--- src/rtl/diff_pair_seq_if.sv ---
// Signal bundle around the paired-difference sequencer: enable and
// measurement strobe in, modulation reference, pair beats and statistics out.
interface diff_pair_seq_if #(
    parameter int W  = 20,
    parameter int CW = 16
);
    logic          en;
    logic          in_dval;
    logic [W-1:0]  in_data;
    logic          mod_out;
    logic          out_dval;
    logic [W-1:0]  out_data;
    logic          out_phase;
    logic [CW-1:0] drop_cnt;
    logic [CW-1:0] pair_cnt;

    // Controller / TDC side: drives enable and samples, observes results.
    modport master (
        output en, in_dval, in_data,
        input  mod_out, out_dval, out_data, out_phase, drop_cnt, pair_cnt
    );

    // Sequencer side.
    modport slave (
        input  en, in_dval, in_data,
        output mod_out, out_dval, out_data, out_phase, drop_cnt, pair_cnt
    );
endinterface

--- src/rtl/diff_pair_seq.sv ---
// Paired-difference sequencer.
// Generates the square-wave modulation reference, blanks measurements that
// land just after a phase edge, and pairs one clean sample from each half of
// the modulation period. A pair is forwarded as two consecutive beats (first
// sample, then second) tagged with the phase of the first sample. Samples
// that cannot be paired are counted in a saturating drop counter.
module diff_pair_seq #(
    parameter int W        = 20,
    parameter int DIV_HALF = 2500,
    parameter int BLANK    = 64,
    parameter int TIMEOUT  = 4000,
    parameter int CW       = 16
) (
    input  logic           clk,
    input  logic           rst,
    diff_pair_seq_if.slave bus
);

    localparam int PW = (DIV_HALF > 1) ? $clog2(DIV_HALF) : 1;
    localparam int BW = (BLANK > 0) ? $clog2(BLANK + 1) : 1;
    localparam int TW = (TIMEOUT > 1) ? $clog2(TIMEOUT) : 1;

    localparam logic [PW-1:0] PH_LAST    = PW'(DIV_HALF - 1);
    localparam logic [BW-1:0] BLANK_INIT = BW'(BLANK);
    localparam logic [TW-1:0] TMO_LAST   = TW'(TIMEOUT - 1);

    typedef enum logic [2:0] {
        S_IDLE,
        S_WAIT_A,
        S_WAIT_B,
        S_EMIT1,
        S_EMIT2
    } state_t;

    // Phase generator
    logic [PW-1:0] ph_cnt_q, ph_cnt_d;
    logic          mod_q, mod_d;
    logic [BW-1:0] blank_q, blank_d;

    // Pairing FSM
    state_t        state_q;
    logic [TW-1:0] tmo_q;
    logic [W-1:0]  a_data_q;
    logic          a_phase_q;
    logic [W-1:0]  b_data_q;
    logic          out_dval_q;
    logic [W-1:0]  out_data_q;
    logic          out_phase_q;

    // Statistics
    logic [CW-1:0] drop_cnt_q, drop_cnt_d;
    logic [CW-1:0] pair_cnt_q, pair_cnt_d;
    logic [1:0]    drop_inc;
    logic          pair_inc;
    logic [CW:0]   drop_sum;

    // Sample screening
    logic toggle_now;
    logic blanked;
    logic smp_ok;
    logic smp_blk;
    logic same_phase;
    logic tmo_expire;

    // A toggle scheduled for the next cycle already counts as blanking: the
    // sample would otherwise straddle the phase edge.
    assign toggle_now = (ph_cnt_q == PH_LAST);
    assign blanked    = (blank_q != '0) || toggle_now;
    assign smp_ok     = bus.in_dval && !blanked;
    assign smp_blk    = bus.in_dval && blanked;
    assign same_phase = (mod_q == a_phase_q);
    assign tmo_expire = (tmo_q == TMO_LAST);

    // Next state of the half-period counter, modulation output and blank timer.
    always_comb begin
        // NOTE: every combinational output gets a default first so no path
        // through the block leaves it unassigned and infers a latch.
        ph_cnt_d = ph_cnt_q + PW'(1);
        mod_d    = mod_q;
        blank_d  = (blank_q != '0) ? blank_q - BW'(1) : blank_q;
        if (!bus.en) begin
            ph_cnt_d = '0;
            mod_d    = 1'b0;
            blank_d  = BLANK_INIT;
        end else if (toggle_now) begin
            ph_cnt_d = '0;
            mod_d    = ~mod_q;
            blank_d  = BLANK_INIT;
        end
    end

    // Phase generator registers.
    always_ff @(posedge clk or negedge rst) begin
        if (!rst) begin
            ph_cnt_q <= '0;
            mod_q    <= 1'b0;
            blank_q  <= BLANK_INIT;
        end else begin
            // NOTE: clocked state uses non-blocking assignments so every
            // register samples pre-edge values regardless of statement order.
            ph_cnt_q <= ph_cnt_d;
            mod_q    <= mod_d;
            blank_q  <= blank_d;
        end
    end

    // Pairing FSM with registered beat outputs.
    always_ff @(posedge clk or negedge rst) begin
        if (!rst) begin
            state_q     <= S_IDLE;
            tmo_q       <= '0;
            a_data_q    <= '0;
            a_phase_q   <= 1'b0;
            b_data_q    <= '0;
            out_dval_q  <= 1'b0;
            out_data_q  <= '0;
            out_phase_q <= 1'b0;
        end else if (!bus.en) begin
            // Disabling abandons any half-built pair without accounting it.
            state_q     <= S_IDLE;
            tmo_q       <= '0;
            a_data_q    <= '0;
            a_phase_q   <= 1'b0;
            b_data_q    <= '0;
            out_dval_q  <= 1'b0;
            out_data_q  <= '0;
            out_phase_q <= 1'b0;
        end else begin
            case (state_q)
                S_IDLE: begin
                    state_q <= S_WAIT_A;
                end

                S_WAIT_A: begin
                    if (smp_ok) begin
                        a_data_q  <= bus.in_data;
                        a_phase_q <= mod_q;
                        tmo_q     <= '0;
                        state_q   <= S_WAIT_B;
                    end
                end

                S_WAIT_B: begin
                    if (smp_ok && !same_phase) begin
                        // Opposite-phase partner found; the first beat goes
                        // out next cycle, even if the timeout also expires now.
                        b_data_q    <= bus.in_data;
                        out_dval_q  <= 1'b1;
                        out_data_q  <= a_data_q;
                        out_phase_q <= a_phase_q;
                        state_q     <= S_EMIT1;
                    end else if (smp_ok) begin
                        // Same phase: the newer sample becomes the candidate.
                        a_data_q  <= bus.in_data;
                        a_phase_q <= mod_q;
                        tmo_q     <= '0;
                    end else if (tmo_expire) begin
                        state_q <= S_WAIT_A;
                    end else begin
                        tmo_q <= tmo_q + TW'(1);
                    end
                end

                S_EMIT1: begin
                    out_data_q <= b_data_q;
                    state_q    <= S_EMIT2;
                end

                S_EMIT2: begin
                    out_dval_q <= 1'b0;
                    state_q    <= S_WAIT_A;
                end

                default: begin
                    state_q <= S_IDLE;
                end
            endcase
        end
    end

    // Drop/pair event decode and saturating counter next state.
    always_comb begin
        drop_inc = 2'd0;
        pair_inc = 1'b0;
        if (bus.en) begin
            case (state_q)
                S_WAIT_A: drop_inc = {1'b0, smp_blk};
                S_WAIT_B: begin
                    if (smp_ok) begin
                        // A same-phase replacement orphans the stored sample.
                        drop_inc = {1'b0, same_phase};
                    end else begin
                        // A blanked sample and an expiring orphan can coincide.
                        drop_inc = {1'b0, smp_blk} + {1'b0, tmo_expire};
                    end
                end
                default: drop_inc = {1'b0, bus.in_dval};
            endcase
            pair_inc = (state_q == S_EMIT1);
        end

        drop_sum   = {1'b0, drop_cnt_q} + {{(CW - 1){1'b0}}, drop_inc};
        drop_cnt_d = drop_sum[CW] ? {CW{1'b1}} : drop_sum[CW-1:0];
        pair_cnt_d = (pair_inc && (pair_cnt_q != {CW{1'b1}}))
                   ? pair_cnt_q + CW'(1) : pair_cnt_q;
    end

    // Statistics counters; they survive a disable and clear only on reset.
    always_ff @(posedge clk or negedge rst) begin
        if (!rst) begin
            drop_cnt_q <= '0;
            pair_cnt_q <= '0;
        end else begin
            drop_cnt_q <= drop_cnt_d;
            pair_cnt_q <= pair_cnt_d;
        end
    end

    assign bus.mod_out   = mod_q;
    assign bus.out_dval  = out_dval_q;
    assign bus.out_data  = out_data_q;
    assign bus.out_phase = out_phase_q;
    assign bus.drop_cnt  = drop_cnt_q;
    assign bus.pair_cnt  = pair_cnt_q;

endmodule

--- src/flat_wrapper.sv ---
// flat-port wrapper written by rule: the top's interface ports become plain ports
module diff_pair_seq_flat 
#(
    parameter int W        = 20,
    parameter int DIV_HALF = 2500,
    parameter int BLANK    = 64,
    parameter int TIMEOUT  = 4000,
    parameter int CW       = 16
)
  (clk, rst, bus_en, bus_in_dval, bus_in_data, bus_mod_out, bus_out_dval, bus_out_data, bus_out_phase, bus_drop_cnt, bus_pair_cnt);
  diff_pair_seq_if #(.W(W), .CW(CW)) bus_i ();
  input  logic clk;
  input  logic rst;
  input wire logic [$bits(bus_i.en)-1:0] bus_en;
  input wire logic [$bits(bus_i.in_dval)-1:0] bus_in_dval;
  input wire logic [$bits(bus_i.in_data)-1:0] bus_in_data;
  output wire logic [$bits(bus_i.mod_out)-1:0] bus_mod_out;
  output wire logic [$bits(bus_i.out_dval)-1:0] bus_out_dval;
  output wire logic [$bits(bus_i.out_data)-1:0] bus_out_data;
  output wire logic [$bits(bus_i.out_phase)-1:0] bus_out_phase;
  output wire logic [$bits(bus_i.drop_cnt)-1:0] bus_drop_cnt;
  output wire logic [$bits(bus_i.pair_cnt)-1:0] bus_pair_cnt;
  assign bus_i.en = bus_en;
  assign bus_i.in_dval = bus_in_dval;
  assign bus_i.in_data = bus_in_data;
  assign bus_mod_out = bus_i.mod_out;
  assign bus_out_dval = bus_i.out_dval;
  assign bus_out_data = bus_i.out_data;
  assign bus_out_phase = bus_i.out_phase;
  assign bus_drop_cnt = bus_i.drop_cnt;
  assign bus_pair_cnt = bus_i.pair_cnt;
  diff_pair_seq #(.W(W), .DIV_HALF(DIV_HALF), .BLANK(BLANK), .TIMEOUT(TIMEOUT), .CW(CW)) u_core (.clk(clk), .rst(rst), .bus(bus_i));
endmodule
--- config.mk ---
export PLATFORM = sky130hd
export DESIGN_NAME = diff_pair_seq_flat
export DESIGN_NICKNAME = d
export VERILOG_FILES = /design/src/rtl/diff_pair_seq_if.sv /design/src/rtl/diff_pair_seq.sv /design/src/flat_wrapper.sv
export SDC_FILE = /design/constraint.sdc
export NUM_CORES = 1
export LEC_CHECK = 0
export BUFFER_PORTS_ARGS = -buffer_cell sky130_fd_sc_hd__buf_4
export CORE_MARGIN = 2
export CORE_UTILIZATION = 25
export DETAILED_ROUTE_END_ITERATION = 8
export PLACE_DENSITY = 0.43
export SLEW_MARGIN = 20
export SYNTH_ARGS = -nofsm -noshare
export SYNTH_HDL_FRONTEND = slang
export SYNTH_SLANG_ARGS = --single-unit
--- constraint.sdc ---
create_clock -name clk -period 4.45 [get_ports clk]
set_clock_uncertainty 0.2 [all_clocks]
set_input_delay 0.6675 -clock clk [delete_from_list [all_inputs] [get_ports clk]]
set_output_delay 0.6675 -clock clk [all_outputs]
set_load 0.01 [all_outputs]
==> reports/qor.yml <==
worst_setup_path:
  cp-start-kind: "flop"
  r2r-start: "u_core.blank_q[0]"
  crit_fanout: 6
  path_class: "flop to flop"
  cp.required_ns: 4.60
  reg2reg_depth: 19
  r2r_slack_ns: 0.20
  crit_arrival_ns: 4.40
  reg2reg_to: "u_core.bus.drop_cnt[9]"
  cp-end-kind: "flop"
placed_design:
  place.gp.congestion: 0.786
  placedCellCount: 1023
  numPortBuffers: 78
  hpwl_mm: 9.92
timing:
  fmax_mhz: 235
  final_max_slew_viol_count: 0
  post-route-period-util_pct: 95.5
  timing.final.crit_period_ns: 4.25
  slew_headroom_pct: 28.5
  final_hold_viol_count: 0
  setup_viol: 0
  fin_setup_tns_ns: 0
  worst_pin_slew_ns: 1.07
route:
  finalWirelength_mm: 15.8
  avgRoutedWirePerCell_um: 14.9
  ant_nets: 0
  met2_length_mm: 7.23
  routed_via_density: 4.64
  drt-met1-wl_mm: 7.63
  drtIter0Drc: 313
  dr.max_layer_used: "met4"
  drt_pass1_iterations: 4
  drc: 0
  wl_met3_um: 762
  via_count: 4911
finish:
  nNetsFinal: 756
  diodes: 0
  layout-drive-gt1-share_pct: 20.5
  final_common_cell: "nand2_1"
  fin_cells: 1059
  areaGrowthSynthToFinish_pct: 26.6
  layout_common_cells: "136 x nand2_1, 129 x dfrtp_1, 96 x buf_4, 49 x a21oi_1, 34 x nor2_1"
flow_run:
  cap_violations: 0
global_routing:
  grt_pass1_vias: 5051
  grt_pass1_wl_mm: 26.1
  overflow: 0
  antenna_found_initial: 0
  grt.total_usage_pct: 12.8
  grt_max_degree: 97
floorplan:
  dieArea_um2: 25800
  initial_core_util_pct: 25.3
  num_rows: 57
  die_height_um: 161
  die_w_um: 161
  core-area_um2: 24200
  io_pins: 79
logic_synthesis:
  ys.flop_type: "dfrtp_1"
  synthCells: 635
  synth-seq-cells: 130
  syn_area_per_cell_um2: 9.65
  syn-num-nets: 668
  synth.distinct_cells: 55
  synth_area_leaders: "dfrtp_1 53%, nand2_1 8.3%, a21oi_1 4.0%"
  synth_warnings: 0
  yosysSeqAreaShare_pct: 53.1
  netlist_area_um2: 6120
  synth_edf_count: 0
  yosysTopAreaCellShare_pct: 52.7
  synth_area_leader_cell: "dfrtp_1"
  synthArstFlopShare_pct: 100
power:
  p_per_area_nw_per_um2: 416
  power.leakage_uw: 0.00343
  peakVddDrop_mv: 0.189
clock_network:
  clk_latency_ns: 0.41
  cts_tree: "yes"
  ctsHtreeMaxLevel: 4
  path_clk_slew_ns: 0.06
  cts.root.buffer_cell: "clkbuf_16"
  numCtsBuffers: 17
  clk_path_buf_depth: 2
  cts_num_sinks: 130
  ctsHoldBuffers: 0
hold_path:
  hold_path_class: "input port to asynchronous set/reset pin"
run_status:
  status: "completed"
-- cell usage after synthesis, drive strengths merged (5+ instances only) --
cell and number:
buf 13, inv 18, and4 6, nor4b 5
nor2 36, ha 8, and3 12, dfrtp 129
clkbuf 16, or3 6, xor2 16, nand4 18
xnor2 27, nand3 34, a2bb2oi 20, a21oi 49
nand2 136, nor3 8, o21ai 26
-- sequential cells by signal, summed over array words and instances (netlist names), 7 cells and up --
register / flops
u_core.bus.out_data: 20
u_core.bus.drop_cnt: 16
u_core.blank_q: 7
u_core.b_data_q: 20
u_core.ph_cnt_q: 12
u_core.tmo_q: 12
u_core.bus.pair_cnt: 16
u_core.a_data_q: 20
-- metrics by stage --
step                util (%)  worst slack, ns  power (uW)  hold slack [ns]  instance area (um2)
detailed placement      29.3          -0.0614        1820            0.286                 7080
floorplan                  -         0.000503        1620            0.172                 6120
global route            32.1          -0.0354        3390            0.244                 7750
CTS                     31.8           0.0269        3250            0.199                 7680
global placement        29.3            0.109        1810            0.268                 7080
finish                  32.1            0.202        3220            0.161                 7750
-- worst max path at each step --
stage	cells past startpoint	from	to	slack [ns]
final	19	u_core.blank_q[0]	u_core.bus.drop_cnt[9]	0.20
after global routing	19	u_core.blank_q[0]	u_core.bus.drop_cnt[8]	-0.04
after CTS	19	u_core.blank_q[0]	u_core.bus.drop_cnt[8]	0.03
after detailed placement	19	u_core.blank_q[0]	u_core.bus.drop_cnt[8]	-0.06
after global placement	19	u_core.blank_q[0]	u_core.bus.drop_cnt[8]	0.11
after floorplan	19	u_core.blank_q[0]	u_core.bus.drop_cnt[1]	0.0005
-- routing by layer --
metal	track usage, %	vias to the layer above
met5	0	-
met2	20.0	109
met1	17.2	2408
li1	-	2384
met3	3.23	10
met4	4.34	0
-- critical path, stage by stage (launching register included) --
cell      delay, ns
dfrtp_1        0.40
inv_2          0.09
ha_4           0.14
or4b_4         0.49
nor2_4         0.11
a21oi_1        0.07
ha_1           0.29
inv_1          0.05
o21ai_1        0.12
nand3_1        0.10
a211oi_2       0.25
ha_2           0.21
inv_1          0.05
fa_2           0.34
nand3b_1       0.20
or4_4          0.58
nor2_4         0.11
nand3_2        0.11
buf_4          0.18
nand2_1        0.06
-- layout make-up --
class,instances,area (um2)
clock buffers,21,460
clock inverters,10,124
fillers,2494,16400
inverters,18,67.6
multi-input cells,458,2700
flip-flops and latches,130,3250
well taps,324,405
repair buffers,98,743
-- repair_timing --
| action | CTS | global route |
|---|---|---|
| endpoints found under the setup margin | 13 | 16 |
| setup buffers | 0 | 4 |
| cloned | 0 | 1 |
| pin swaps | 0 | 4 |
| endpoints found under the hold margin | 0 | 0 |
| gates resized for setup | 3 | 14 |
-- power by group --
| part | switching [uW] | internal [uW] |
|---|---|---|
| Combinational | 241 | 229 |
| Sequential | 93.2 | 1260 |
| Clock | 537 | 859 |
| Total | 871 | 2350 |
-- cell families (layout without fill, tap and decap cells) --
| kind of cell | Yosys count | in the layout | synth area share (%) |
|---|---|---|---|
| XOR/XNOR | 43 | 43 | 6.15 |
| buffers and inverters | 47 | 147 | 3.64 |
| multiplexers | 5 | 5 | 0.858 |
| AO/OA/AOI/OAI | 114 | 114 | 11.5 |
| AND/OR/NAND/NOR | 287 | 287 | 22.7 |
| adder cells (fa/ha/maj) | 9 | 9 | 1.96 |
| flip-flops | 130 | 130 | 53.1 |
(Power assumes the default switching activity.)
